<file path="config.mk">
export PLATFORM = sky130hd
export DESIGN_NAME = flex_stp_word_rx_flat
export DESIGN_NICKNAME = d
export VERILOG_FILES = /design/src/rtl/flex_stp_word_rx_if.sv /design/src/rtl/flex_stp_word_rx.sv /design/src/flat_wrapper.sv
export SDC_FILE = /design/constraint.sdc
export NUM_CORES = 1
export LEC_CHECK = 0
export CORE_ASPECT_RATIO = 0.9
export CORE_MARGIN = 2
export CORE_UTILIZATION = 51
export DETAILED_ROUTE_END_ITERATION = 10
export GPL_TIMING_DRIVEN = 0
export PLACE_DENSITY = 0.88
export REMOVE_ABC_BUFFERS = 1
export SKIP_LAST_GASP = 1
export SYNTH_ARGS = -nofsm -noshare
export SYNTH_HDL_FRONTEND = slang
export SYNTH_SLANG_ARGS = --single-unit
</file>
<file path="constraint.sdc">
create_clock -name clk -period 2.4 [get_ports clk]
set_input_delay 0.48 -clock clk [delete_from_list [all_inputs] [get_ports clk]]
set_output_delay 0.48 -clock clk [all_outputs]
set_load 0.05 [all_outputs]
</file>
<file path="src/rtl/flex_stp_word_rx_if.sv">
// Word-side bundle of flex_stp_word_rx: serial bit input plus the valid/ready word output.
// master = receiver, slave = consumer/front end.
interface flex_stp_word_rx_if #(
   parameter int NUM_BITS = 8
);
   logic                shift_enable;
   logic                serial_in;
   logic                word_ready;
   logic                word_valid;
   logic                parity_err;
   logic [NUM_BITS-1:0] word_out;

   modport master (
      input  shift_enable, serial_in, word_ready,
      output word_out, word_valid, parity_err
   );

   modport slave (
      output shift_enable, serial_in, word_ready,
      input  word_out, word_valid, parity_err
   );
endinterface

</file>
<file path="src/rtl/flex_stp_word_rx.sv">
// Serial-to-parallel word receiver with a DEPTH-entry output FIFO and sticky overrun.
// Optional trailing even-parity bit per frame when FLEX_STP_PARITY_EN is defined.
module flex_stp_word_rx #(
   parameter int NUM_BITS  = 8,
   parameter int SHIFT_MSB = 0,
   parameter int DEPTH     = 2
) (
   input  logic                            clk,
   input  logic                            n_rst,
   input  logic                            clear,
   output logic [NUM_BITS-1:0]             shift_out,
   output logic [$clog2(NUM_BITS+2)-1:0]   bit_count,
   output logic [$clog2(DEPTH+1)-1:0]      fifo_count,
   output logic                            overrun,
   flex_stp_word_rx_if.master              bus
);
   localparam int CW = $clog2(NUM_BITS+2);
   localparam int FW = $clog2(DEPTH+1);
   localparam int PW = (DEPTH > 1) ? $clog2(DEPTH) : 1;
`ifdef FLEX_STP_PARITY_EN
   localparam int LAST = NUM_BITS;
`else
   localparam int LAST = NUM_BITS - 1;
`endif

   function automatic logic even_parity_f(input logic [NUM_BITS-1:0] w);
      return ^w;
   endfunction

   function automatic logic [PW-1:0] next_ptr_f(input logic [PW-1:0] p);
      if (int'(p) == DEPTH - 1) begin
         return {PW{1'b0}};
      end else begin
         return p + {{(PW-1){1'b0}}, 1'b1};
      end
   endfunction

   logic [NUM_BITS-1:0] mem_r [DEPTH];
   logic [PW-1:0]       rd_ptr_r;
   logic [PW-1:0]       wr_ptr_r;
   logic [NUM_BITS-1:0] shift_next_s;
   logic [NUM_BITS-1:0] shift_adv_s;
   logic [NUM_BITS-1:0] push_word_s;
   logic                last_bit_s;
   logic                pop_s;
   logic                full_s;
   logic                wr_en_s;
   logic                drop_s;
`ifdef FLEX_STP_PARITY_EN
   logic                flag_r [DEPTH];
   logic                push_flag_s;
`endif

   // Next shift-register value, framing and FIFO handshake decode
   always_comb begin
      if (SHIFT_MSB != 0) begin
         shift_next_s = {shift_out[NUM_BITS-2:0], bus.serial_in};
      end else begin
         shift_next_s = {bus.serial_in, shift_out[NUM_BITS-1:1]};
      end
      last_bit_s = bus.shift_enable && (bit_count == LAST[CW-1:0]);
`ifdef FLEX_STP_PARITY_EN
      // The parity bit is consumed without disturbing the data word
      shift_adv_s = last_bit_s ? shift_out : shift_next_s;
      push_word_s = shift_out;
      push_flag_s = even_parity_f(shift_out) ^ bus.serial_in;
`else
      shift_adv_s = shift_next_s;
      push_word_s = shift_next_s;
`endif
      pop_s   = (fifo_count != {FW{1'b0}}) && bus.word_ready;
      full_s  = (fifo_count == DEPTH[FW-1:0]);
      wr_en_s = last_bit_s && (!full_s || pop_s);
      drop_s  = last_bit_s && full_s && !pop_s;
   end

   // Shift register and bit counter
   always_ff @(posedge clk or negedge n_rst) begin
      if (!n_rst) begin
         shift_out <= {NUM_BITS{1'b1}};
         bit_count <= {CW{1'b0}};
      end else if (clear) begin
         shift_out <= {NUM_BITS{1'b1}};
         bit_count <= {CW{1'b0}};
      end else if (bus.shift_enable) begin
         shift_out <= shift_adv_s;
         bit_count <= last_bit_s ? {CW{1'b0}} : bit_count + {{(CW-1){1'b0}}, 1'b1};
      end else begin
         shift_out <= shift_out;
         bit_count <= bit_count;
      end
   end

   // Output FIFO storage, pointers, occupancy and sticky overrun
   always_ff @(posedge clk or negedge n_rst) begin
      if (!n_rst) begin
         for (int i = 0; i < DEPTH; i++) begin
            mem_r[i] <= {NUM_BITS{1'b1}};
`ifdef FLEX_STP_PARITY_EN
            flag_r[i] <= 1'b0;
`endif
         end
         rd_ptr_r   <= {PW{1'b0}};
         wr_ptr_r   <= {PW{1'b0}};
         fifo_count <= {FW{1'b0}};
         overrun    <= 1'b0;
      end else if (clear) begin
         rd_ptr_r   <= {PW{1'b0}};
         wr_ptr_r   <= {PW{1'b0}};
         fifo_count <= {FW{1'b0}};
         overrun    <= 1'b0;
      end else begin
         if (wr_en_s) begin
            mem_r[wr_ptr_r] <= push_word_s;
`ifdef FLEX_STP_PARITY_EN
            flag_r[wr_ptr_r] <= push_flag_s;
`endif
            wr_ptr_r <= next_ptr_f(wr_ptr_r);
         end
         if (pop_s) begin
            rd_ptr_r <= next_ptr_f(rd_ptr_r);
         end
         case ({wr_en_s, pop_s})
            2'b10:   fifo_count <= fifo_count + {{(FW-1){1'b0}}, 1'b1};
            2'b01:   fifo_count <= fifo_count - {{(FW-1){1'b0}}, 1'b1};
            default: fifo_count <= fifo_count;
         endcase
         overrun <= overrun | drop_s;
      end
   end

   // Head presentation; empty FIFO shows all ones and no parity error
   always_comb begin
      bus.word_valid = (fifo_count != {FW{1'b0}});
      if (bus.word_valid) begin
         bus.word_out = mem_r[rd_ptr_r];
`ifdef FLEX_STP_PARITY_EN
         bus.parity_err = flag_r[rd_ptr_r];
`else
         bus.parity_err = 1'b0;
`endif
      end else begin
         bus.word_out   = {NUM_BITS{1'b1}};
         bus.parity_err = 1'b0;
      end
   end
endmodule

</file>
<file path="src/flat_wrapper.sv">
// flat-port wrapper written by rule: the top's interface ports become plain ports
module flex_stp_word_rx_flat 
#(
   parameter int NUM_BITS  = 8,
   parameter int SHIFT_MSB = 0,
   parameter int DEPTH     = 2
)
  (clk, n_rst, clear, shift_out, bit_count, fifo_count, overrun, bus_shift_enable, bus_serial_in, bus_word_ready, bus_word_out, bus_word_valid, bus_parity_err);
  flex_stp_word_rx_if #(.NUM_BITS(NUM_BITS)) bus_i ();
  input  logic clk;
  input  logic n_rst;
  input  logic clear;
  output logic [NUM_BITS-1:0] shift_out;
  output logic [$clog2(NUM_BITS+2)-1:0] bit_count;
  output logic [$clog2(DEPTH+1)-1:0] fifo_count;
  output logic overrun;
  input wire logic [$bits(bus_i.shift_enable)-1:0] bus_shift_enable;
  input wire logic [$bits(bus_i.serial_in)-1:0] bus_serial_in;
  input wire logic [$bits(bus_i.word_ready)-1:0] bus_word_ready;
  output wire logic [$bits(bus_i.word_out)-1:0] bus_word_out;
  output wire logic [$bits(bus_i.word_valid)-1:0] bus_word_valid;
  output wire logic [$bits(bus_i.parity_err)-1:0] bus_parity_err;
  assign bus_i.shift_enable = bus_shift_enable;
  assign bus_i.serial_in = bus_serial_in;
  assign bus_i.word_ready = bus_word_ready;
  assign bus_word_out = bus_i.word_out;
  assign bus_word_valid = bus_i.word_valid;
  assign bus_parity_err = bus_i.parity_err;
  flex_stp_word_rx #(.NUM_BITS(NUM_BITS), .SHIFT_MSB(SHIFT_MSB), .DEPTH(DEPTH)) u_core (.clk(clk), .n_rst(n_rst), .clear(clear), .shift_out(shift_out), .bit_count(bit_count), .fifo_count(fifo_count), .overrun(overrun), .bus(bus_i));
endmodule
</file>
# Word-level counts from Yosys, hierarchy flattened
# Index checks and enable logic that the tools add are counted.
# W data, S select, Z words.
[op_classes]
reduce_logical = 15
magnitude_cmp = 3
addsub = 5
bitwise = 4
eq_ne = 4
muxes = 21
[op_table]
columns = ["operator", "n"]
rows = [
  ["$mux W8", 7],
  ["$bwmux W16", 1],
  ["$mux W4", 3],
  ["$demux W8 S1", 1],
  ["$reduce_bool A2 Y1", 4],
  ["$mux W1", 7],
  ["$logic_and A1 B1 Y1", 6],
  ["$add A4 B1 Y4 const B", 1],
  ["$eq A2 B2 Y1 const B", 2],
  ["$eq A4 B3 Y1 const B", 1],
  ["$ge A2 B2 Y1 const B", 2],
  ["$not A1 Y2", 2],
  ["$pmux W2 S2", 1],
  ["$reduce_bool A3 Y1", 1],
  ["$add A1 B1 Y1 const B", 2],
  ["$add A2 B1 Y2 const B", 1],
  ["$eq A2 B1 Y1 const B", 1],
  ["$logic_not A1 Y1", 2],
  ["$lt A2 B1 Y1 const B", 1],
  ["$mux W2", 1],
  ["$reduce_and A2 Y1", 1],
  ["$sub A2 B1 Y2 const B", 1],
  ["$logic_or A1 B1 Y1", 1],
  ["$not A1 Y1", 1],
  ["$or A1 B1 Y1", 1],
]
[totals]
input_bits = 6
output_inout_bits = 25
reg_bits = 33
elab_cells = 60

# Logic depth before layout (Yosys ltp)
[depth]
ltp_word = 7
ltp_mapped = 5
mapped_depth_nobuf = 4

# Worst setup path after synthesis
# OpenSTA, ideal clock, no wires.
[synth_path]
kind = "reg-to-output"
from = "reg u_core.fifo_count[1]"
to = "out bus_word_out[0]"
path_stages_with_launch = 4
required_time_ns = 1.920
arrival_ns = 2.008
path_slack_ns = -0.088
n_path_buf = 1
path_cell_list = "dfrtp_1 > or2_2 > clkbuf_1 > nand2_1"
[synth_between]
elab_chain_cells = 2
[synth_rtl]
columns = ["item", "line_no", "text"]
rows = [
  ["start, declared", "flex_stp_word_rx.sv:13", "output logic [$clog2(DEPTH+1)-1:0] fifo_count,"],
  ["start signal, assigned", "flex_stp_word_rx.sv:105", "fifo_count <= {FW{1'b0}};"],
  ["start signal, assigned", "flex_stp_word_rx.sv:110", "fifo_count <= {FW{1'b0}};"],
  ["start signal, assigned", "flex_stp_word_rx.sv:124", "2'b10: fifo_count <= fifo_count + {{(FW-1){1'b0}}, 1'b1};"],
  ["$reduce_bool A2 Y1", "flex_stp_word_rx.sv:134", "bus.word_valid = (fifo_count != {FW{1'b0}});"],
  ["net bus_word_valid", "flat_wrapper.sv:21", "output wire logic [$bits(bus_i.word_valid)-1:0] bus_word_valid;"],
  ["$mux W8", "flex_stp_word_rx.sv:135", "if (bus.word_valid) begin"],
  ["end, declared", "flat_wrapper.sv:20", "output wire logic [$bits(bus_i.word_out)-1:0] bus_word_out;"],
]
# The timed path passes the listed nets, and every way through them passes these cells.

# Worst setup path after layout
[layout_path]
from = "reg u_core.fifo_count[0]"
to = "out bus_word_out[4]"
[layout_between]
elab_chain_cells = 2
[layout_rtl]
columns = ["item", "line_no"]
rows = [
  ["$reduce_bool A2 Y1", "flex_stp_word_rx.sv:134"],
  ["$mux W8", "flex_stp_word_rx.sv:135"],
]
# Every way passes these cells.

==> summary.md <==
| Metric | Value |
|---|---|
| First drt pass iteration count | `4` |
| Worst hold path class | `in2async` |
| Via density | `5.409` |
| Num CTS Buffers | `5` |
| Die width | `63.39 microns` |
| Clock skew | `0.01570 ns` |
| Combinational share of power | `11.2%` |
| Min cycle time layout | `2.321 ns` |
| WS Path Type | `reg2out` |
| Synthesized area | `1619 sq um` |
| Starting density of the core | `53.21%` |
| Setup crit end kind | `primary output` |
| Post-synth top area share | `38.95%` |
| PortBufs | `29` |
| Power share of the clock group | `37.8%` |
| Layout Nets | `162` |
| Status | `completed` |
| Finished Core Util | `65.34%` |
| Num rows | `19` |
| CP Cell Sequence | `or2_2, nand2_1, dlygate4sd2_1` |
| Root Buffer | `clkbuf_4` |
| CP required | `1.92 ns` |
| Synthesis-to-finish area growth | `22.80%` |
| Clk buf depth | `2` |
| WL met3 | `140 microns` |
| R2r setup slk | `0.45 ns` |
| H-tree Lvls | `2` |
| Crit-path max FO | `9` |
| Synth unique cells | `33` |
| CTS tree | `done` |
| Seq cells post-synth | `33` |
| Crit start category | `flip-flop` |
| Leakage power | `0.8287 nW` |
| Post-CTS Setup Bufs | `0` |
| Full die area | `3642 sq um` |
| Post-synth top flop | `dfstp_2` |
| # IOs | `31` |
| Initial antenna violation count | `0` |
| M1 WL | `1395 microns` |
| Detailed Place HPWL | `2123 microns` |
| CP bufs+invs | `1` |
| Hold Vio Cnt, Final | `0` |
| Slowest-stage cell, CP | `dlygate4sd2_1` |
| Core area | `3043 sq um` |
| Max stage delay on crit path | `0.52 ns` |
| Antenna viol nets, final | `0` |
| Vias in the first global route | `1125` |
| Rel. slew slack | `47.72%` |
| GP Congestion | `0.7300` |
| Grt ovf | `0` |
| Unrepaired setup endpoints after global routing | `false` |
| Drt total wl | `3212 microns` |
| Met2 wire length | `1663 microns` |
| Cells after synthesis | `127` |
| First-pass GRT wire length | `5250 microns` |
| Period utilization | `96.71%` |
| Psw | `0.2927 mW` |
| PwrDens | `585.6 nW/um^2` |
| Clock Sinks | `33` |
| Pin count of the biggest net entering global routing | `34` |
| CP Data Arrival Time | `1.84 ns` |
| Avg WL per Cell | `16.22 microns` |
| Number of synthesized flops with an enable pin | `0` |
| Fin Setup TNS | `0 ns` |
| Die height | `57.45 microns` |
| Achievable Freq | `430.8 MHz` |
| Peak supply drop | `0.3963 mV` |
| Final Setup Violations | `0` |
| Gr usage total | `18.98%` |
| Worst-skew pair later-pin latency | `0.33 ns` |
| Synth async-reset ratio | `100.0%` |
| Sw Share | `25.14%` |
| Vias post-DR | `1071` |
| Reg power frac | `51.0%` |
| Internal power | `0.8715 mW` |
| DRC viols | `0` |
| Layout cells sized above 1 | `38.46%` |
| Max_cap viols | `0` |
| Ys Warns | `0` |
| DR iter-0 viols | `28` |
| Top cells by area, synth | `dfstp_2, dfrtp_1, mux2_4` |
| Top Layer Used | `met4` |
| Tightest Pin Transition | `0.7818 ns` |
| Final Max Slew Viols | `0` |
| Post-synth top cells | `dfstp_2, nand2_1, mux2i_1, dfrtp_1, nor2b_1` |
| CP delay by family, top | `buffers and inverters` |
| Post-synthesis sequential area ratio | `52.86%` |
| Diode count | `0` |
| Most common cell in the netlist | `dfstp_2` |
| Area leader, netlist | `dfstp_2` |
| CTS clock-pin slew for the worst setup and hold paths | `0.10 ns` |
| Mean Syn Cell Area | `12.75 sq um` |
## worst reg2reg max path, cell delays in order (launching register included)
cell and delay, ns:
dfrtp_1 0.43, ha_1 0.28, nand4b_4 0.19, nor4b_4 0.60
mux2_2 0.41
## stage by stage
step / power (mW) / cell area (sq um) / std cells / hold slack, ns / setup WS [ns]
3_5_place_dp: 0.7350 / 1919 / 190 / 0.4928 / -0.6829
5_1_grt: 1.212 / 1988 / 198 / 0.2083 / 0.002419
6_report: 1.164 / 1988 / 198 / 0.1913 / 0.07893
2_1_floorplan: 0.6726 / 1577 / 119 / 0.1844 / 0.1174
4_1_cts: 1.177 / 1994 / 198 / 0.5165 / 0.003583
3_3_place_gp: 0.7298 / 1919 / 190 / 0.4817 / -0.6133
## worst paths after layout
kind,start,to,cells past startpoint
min,n_rst,u_core.bit_count[2],1
min in group clk,u_core.overrun,u_core.overrun,2
max reg2reg,u_core.bit_count[0],u_core.mem_r[7],4
min reg2reg,u_core.overrun,u_core.overrun,2
max,u_core.fifo_count[0],bus_word_out[4],3
max in group asynchronous,n_rst,u_core.rd_ptr_r,1
## timing repair
action                     4_1_cts  5_1_grt
setup endpoints to repair       25       15
hold buffers                     0        0
pin swaps                        0        0
gates resized for setup         12       12
## cells in the final DEF, fill, tap and decap left out, types with 3 or more instances in the layout
cell,count
dfrtp_1,8
clkbuf_4,5
clkdlybuf4s15_1,4
mux2_4,8
clkdlybuf4s50_1,18
a211o_1,8
nor2b_1,9
nor2_1,7
nand2_1,11
a21oi_1,3
clkbuf_2,3
dfstp_2,24
mux2_2,8
mux2i_1,10
## power groups by stage
stage / Sequential (mW) / Combinational [mW] / Clock [mW]
4_1_cts: 0.594 / 0.134 / 0.450
6_report: 0.594 / 0.131 / 0.440
3_3_place_gp: 0.601 / 0.129 / 0
5_1_grt: 0.596 / 0.139 / 0.476
3_5_place_dp: 0.602 / 0.133 / 0
2_1_floorplan: 0.643 / 0.0301 / 0
## cell families (layout without fill, tap and decap cells)
kind of cell | count (synthesis) | count (layout) | synth area share (%)
and+or+nand+nor | 36 | 36 | 13.83
DFF | 33 | 33 | 52.86
muxes | 26 | 26 | 19.17
AOI/OAI and AO/OA | 17 | 17 | 8.115
buffers and inverters | 9 | 38 | 2.859
xor gates and xnor gates | 4 | 4 | 2.164
adders and majority gates | 1 | 1 | 0.7727
other | 1 | 1 | 0.2316
## routing by layer
metal,vias to the layer above,global-route usage (%)
met4,0,3.727
met1,539,23.93
met5,-,0
li1,501,-
met3,4,6.903
met2,27,31.88
## sequential cells by signal (all words and copies together) (netlist names)
name / count
u_core.overrun: 1
u_core.shift_out: 8
u_core.fifo_count: 2
u_core.bit_count: 4
u_core.wr_ptr_r: 1
u_core.rd_ptr_r: 1
u_core.mem_r: 16
## cell type report
class                      count  area [sq um]
tap                           42         52.55
timing repair buffer          29         269.0
inverter                       1         3.754
fill                         254          1055
sequential                    33         857.1
clock buffer                   7         55.05
clock inverter                 1         30.03
multi-input combinational     85         720.7
(Power assumes the default switching activity.)
